$ cat src/rtl/axicb_wr_channel_switch.sv
// Master-side write channel switch: feeds AW valids to an external round-robin
// arbiter, forwards the granted AW beat and steers W bursts in AW issue order.
module axicb_wr_channel_switch #(
    parameter int REQ_NB      = 4,
    parameter int AWCH_W      = 64,
    parameter int WCH_W       = 41,
    parameter int ORDER_DEPTH = 4
) (
    input  logic                       aclk,
    input  logic                       aresetn,
    input  logic                       srst,
    output logic                       arb_en,
    output logic [REQ_NB-1:0]          arb_req,
    input  logic [REQ_NB-1:0]          arb_grant,
    input  logic [REQ_NB-1:0]          s_awvalid,
    output logic [REQ_NB-1:0]          s_awready,
    input  logic [REQ_NB*AWCH_W-1:0]   s_awch,
    input  logic [REQ_NB-1:0]          s_wvalid,
    output logic [REQ_NB-1:0]          s_wready,
    input  logic [REQ_NB-1:0]          s_wlast,
    input  logic [REQ_NB*WCH_W-1:0]    s_wch,
    output logic                       m_awvalid,
    input  logic                       m_awready,
    output logic [AWCH_W-1:0]          m_awch,
    output logic                       m_wvalid,
    input  logic                       m_wready,
    output logic                       m_wlast,
    output logic [WCH_W-1:0]           m_wch
);

    localparam int IW   = (REQ_NB > 1) ? $clog2(REQ_NB) : 1;
    localparam int IW_D = $clog2(ORDER_DEPTH);

    localparam logic IDLE = 1'b0;
    localparam logic BUSY = 1'b1;

    localparam logic [IW_D:0]   CNT_ONE  = (IW_D+1)'(1);
    localparam logic [IW_D:0]   CNT_FULL = (IW_D+1)'(ORDER_DEPTH);
    localparam logic [IW_D-1:0] PTR_ONE  = IW_D'(1);

    logic                state_q, state_d;
    logic [IW-1:0]       sel_q, sel_d;
    logic [IW_D-1:0]     wr_ptr_q, wr_ptr_d;
    logic [IW_D-1:0]     rd_ptr_q, rd_ptr_d;
    logic [IW_D:0]       count_q, count_d;
    logic [IW-1:0]       fifo_q [ORDER_DEPTH];
    logic [IW-1:0]       fifo_d [ORDER_DEPTH];

    logic [IW-1:0]       grant_idx;
    logic [IW-1:0]       head;
    logic                fifo_full;
    logic                fifo_empty;
    logic                push;
    logic                pop;

    assign arb_req    = s_awvalid;
    assign fifo_full  = (count_q == CNT_FULL);
    assign fifo_empty = (count_q == '0);
    assign head       = fifo_q[rd_ptr_q];

    always_comb begin
        grant_idx = '0;
        for (int unsigned i = 0; i < REQ_NB; i++) begin
            if (arb_grant[i]) begin
                grant_idx = grant_idx | IW'(i);
            end
        end
    end

    // The full check in IDLE reserves the FIFO slot the later BUSY push will use.
    always_comb begin
        state_d   = state_q;
        sel_d     = sel_q;
        arb_en    = 1'b0;
        m_awvalid = 1'b0;
        s_awready = '0;
        push      = 1'b0;
        case (state_q)
            IDLE: begin
                arb_en = (|s_awvalid) && !fifo_full;
                if (arb_en && (|arb_grant)) begin
                    sel_d   = grant_idx;
                    state_d = BUSY;
                end
            end
            BUSY: begin
                m_awvalid        = 1'b1;
                s_awready[sel_q] = m_awready;
                if (m_awready) begin
                    push    = 1'b1;
                    state_d = IDLE;
                end
            end
            default: state_d = IDLE;
        endcase
    end

    always_comb begin
        m_awch = '0;
        for (int unsigned i = 0; i < REQ_NB; i++) begin
            if (sel_q == IW'(i)) begin
                m_awch = s_awch[i*AWCH_W +: AWCH_W];
            end
        end
    end

    always_comb begin
        m_wch = '0;
        for (int unsigned i = 0; i < REQ_NB; i++) begin
            if (head == IW'(i)) begin
                m_wch = s_wch[i*WCH_W +: WCH_W];
            end
        end
    end

    always_comb begin
        s_wready = '0;
        m_wvalid = 1'b0;
        m_wlast  = 1'b0;
        if (!fifo_empty) begin
            m_wvalid       = s_wvalid[head];
            m_wlast        = s_wlast[head];
            s_wready[head] = m_wready;
        end
        pop = m_wvalid && m_wready && m_wlast;
    end

    always_comb begin
        fifo_d   = fifo_q;
        wr_ptr_d = wr_ptr_q;
        rd_ptr_d = rd_ptr_q;
        count_d  = count_q;
        if (push) begin
            fifo_d[wr_ptr_q] = sel_q;
            wr_ptr_d         = wr_ptr_q + PTR_ONE;
        end
        if (pop) begin
            rd_ptr_d = rd_ptr_q + PTR_ONE;
        end
        case ({push, pop})
            2'b10:   count_d = count_q + CNT_ONE;
            2'b01:   count_d = count_q - CNT_ONE;
            default: count_d = count_q;
        endcase
    end

    always_ff @(posedge aclk or negedge aresetn) begin
        if (!aresetn) begin
            state_q  <= IDLE;
            sel_q    <= '0;
            wr_ptr_q <= '0;
            rd_ptr_q <= '0;
            count_q  <= '0;
            fifo_q   <= '{default: '0};
        end else if (srst) begin
            state_q  <= IDLE;
            sel_q    <= '0;
            wr_ptr_q <= '0;
            rd_ptr_q <= '0;
            count_q  <= '0;
            fifo_q   <= '{default: '0};
        end else begin
            state_q  <= state_d;
            sel_q    <= sel_d;
            wr_ptr_q <= wr_ptr_d;
            rd_ptr_q <= rd_ptr_d;
            count_q  <= count_d;
            fifo_q   <= fifo_d;
        end
    end

endmodule

$ cat config.mk
export PLATFORM = sky130hd
export DESIGN_NAME = axicb_wr_channel_switch
export DESIGN_NICKNAME = d
export VERILOG_FILES = /design/src/rtl/axicb_wr_channel_switch.sv
export SDC_FILE = /design/constraint.sdc
export NUM_CORES = 1
export LEC_CHECK = 0
export CAP_MARGIN = 25
export CORE_AREA = 2 2 216 218
export CTS_CLUSTER_DIAMETER = 60
export CTS_CLUSTER_SIZE = 12
export DETAILED_ROUTE_END_ITERATION = 12
export DIE_AREA = 0 0 218 220
export PLACE_DENSITY = 0.47
export RECOVER_POWER = 100
export SYNTH_ARGS = -nofsm -noshare
export SYNTH_HDL_FRONTEND = slang
export SYNTH_SLANG_ARGS = --single-unit
export TNS_END_PERCENT = 20
$ cat constraint.sdc
create_clock -name aclk -period 3 [get_ports aclk]
set_input_delay 0.6 -clock aclk [delete_from_list [all_inputs] [get_ports aclk]]
set_output_delay 0.6 -clock aclk [all_outputs]
set_load 0.005 [all_outputs]
==> impl_metrics.csv <==
group,metric,value,unit
run_status,outcome,"finished with violations",
run_status,violations,"negative setup slack",
job,cap_violations,0,
global_route,grtUsageMet1,16.5,%
global_route,grt_pass1_wl,39900,um
synth,syn_inst,276,
synth,synth_top_area_cell,"mux4_2",
sta,grt_setup_unrepaired,"true",
global_route,antenna_found_initial,7,
sta,slew_headroom,52.1,%
die,die_x,218,um
synth,synth_warnings,0,
clock_network,numCtsBuffers,3,
detailed_routing,drtPass1Iterations,4,
sta,finalCritPeriodShare,100,%
sta,min_period,3010,ps
die,io_pins,562,
clock_network,cts.sinks,18,
power,p_per_area,216,mW/mm2
die,die_area,0.0480,mm2
sta,slew_viol_final,0,
setup_path,cp.arrival,2410,ps
die,dieHeight,220,um
setup_path,crit_required,2400,ps
clock_network,holdBufCountCts,0,
detailed_routing,drtIter0Drc,216,
global_route,grt_usage,11.6,%
cells_and_area,syn_to_final_growth,182,%
clock_network,clock_path_buffers,2,
placement,numPortBuffers,561,
die,start_util,8.19,%
synth,synth_most_common_cell,"mux4_2",
synth,synthTopCellsByCount,"111 x mux4_2, 23 x nand2_1, 18 x dfrtp_1",
global_route,grt_pass1_vias,5449,
worst_hold_path,hp-class,"reg -> reg",
sta,layout_setup_ws,-5.00,ps
die,design.core.area,0.0459,mm2
power,p_leak,3.65,nW
placement,place_congestion,0.930,
sta,tightest_slew,716,ps
worst_hold_path,min_path_cells,2,
synth,synth_fp_nets,722,
detailed_routing,routed_wirelength,30200,um
clock_network,cts.htree.levels,1,
detailed_routing,drc_errors,0,
synth,avgSynthCellArea,13.6,um2
synth,synth_seq_cells,18,
detailed_routing,viasPerCell,3.63,
sta,fin_worst_skew,1.34,ps
global_route,gr-usage-met2,17.9,%
power,power,2.29,mW
cells_and_area,fin_util,23.1,%
global_route,use_met3,3.41,%
sta,hold_viol,0,
sta,whs,562,ps
detailed_routing,drtAntennaViolNets,0,
synth,syn_area,0.00376,mm2
detailed_routing,routedWlPerCell,20.6,um
placement,dpl_worst_slack,4.61,ps
setup_path,reg2regPathDepth,10,
synth,netlist.area_leader.share,66.6,%
setup_path,crit_path_end_kind,"primary output",
sta,tns,-5.00,ps
power,peakVddDrop,181,uV
setup_path,cp_max_fo,8,
global_route,top_usage_layer,"met2",
sta,setup_viol,1,
clock_network,clk_pin_slew,60,ps
synth,synthArstFlopShare,100,%
cells_and_area,fin_nets,1300,
clock_network,cts_tree,"done",
cells_and_area,drive_gt1_share,20.2,%
synth,yosysSeqAreaShare,12.0,%
die,rows,79,
synth,synthDistinctLibCells,33,
setup_path,critPathLaunchType,"register",
synth,synthFlopType,"dfrtp_1",
global_route,globalRoute.totalOverflow,0,
clock_network,clock_latency,260,ps
synth,synth_area_leaders,"mux4_2 67%, dfrtp_1 12%, nand2_1 2.3%",
detailed_routing,vias,5302,
sta,fmaxAchievable,0.333,GHz
synth,synth_edf_count,0,
placement,dpl.hpwl,26200,um
global_route,grt_max_degree,29,
clock_network,root_buffer,"clkbuf_16",
setup_path,criticalPathCategory,"reg -> out",
metal layers:
layer  up-vias  wire length (um)
met5         -                50
met4         8                90
met3        16              2730
met2       244             14100
met1      2672             13200
li1       2362                 -
metrics by stage:
| stage | instance area [um2] | cells |
|---|---|---|
| 2_1_floorplan | 3760 | 276 |
| 4_1_cts | 10500 | 1454 |
| 5_1_grt | 10600 | 1460 |
| 3_5_place_dp | 10300 | 1439 |
| 3_3_place_gp | 10300 | 1439 |
| 6_report | 10600 | 1462 |
final timing paths:
check | slack, ps | end | from
hold reg to reg | 560 | fifo_q[7] | fifo_q[7]
max in group asynchronous | 1440 | rd_ptr_q[0] | aresetn
min in group asynchronous | 840 | wr_ptr_q[1] | aresetn
hold / removal | 560 | fifo_q[7] | fifo_q[7]
setup / recovery | -5 | m_wch[1] | rd_ptr_q[0]
setup reg to reg | 180 | count_q[1] | rd_ptr_q[0]
logic make-up after synthesis:
| logic type | share of synthesized area, % |
|---|---|
| muxes | 67.5 |
| xor gates and xnor gates | 0.233 |
| buffers and inverters | 4.46 |
| adders and majority gates | 1.87 |
| AOI/OAI and AO/OA | 3.33 |
| DFF | 12.0 |
| and+or+nand+nor | 10.6 |
sequential cells by signal (all words and copies together), names as in the netlist:
name and count:
sel_q 2, rd_ptr_q 2, wr_ptr_q 2, count_q 3, state_q 1, fifo_q 8
critical path, cell delays in order, from the launching register on:
cell and delay (ps):
dfrtp_1 370, mux4_4 670, buf_12 190, buf_12 140, buf_6 120, mux4_2 500, buf_6 150
cell type report:
cell class / instances / area (um2)
well taps: 607 / 759
diodes: 2 / 5.00
multi-input cells: 221 / 3170
flip-flops and latches: 18 / 458
repair buffers: 607 / 6100
clock buffers: 4 / 88.8
fillers: 4907 / 35300
inverters: 3 / 11.3
layout by cell type, fill, tap and decap left out, types with 9 or more instances in the layout:
master	n
a21oi_1	12
nand3_1	9
clkdlybuf4s50_1	495
nor2_1	12
clkdlybuf4s15_1	31
dlygate4sd3_1	21
nand2_1	23
buf_4	21
dfrtp_1	16
mux4_2	111
power breakdown:
group | internal [mW] | switching [mW] | total [mW]
clock | 0.204 | 0.104 | 0.307
sequential | 0.255 | 0.0439 | 0.299
combinational | 1.19 | 0.502 | 1.69
total | 1.64 | 0.649 | 2.29
what timing repair did:
item | in CTS | in global routing
cloned | 4 | 2
setup buffers | 9 | 4
resized for setup | 71 | 49
setup endpoints to repair | 45 | 46
(Power assumes the default switching activity.)
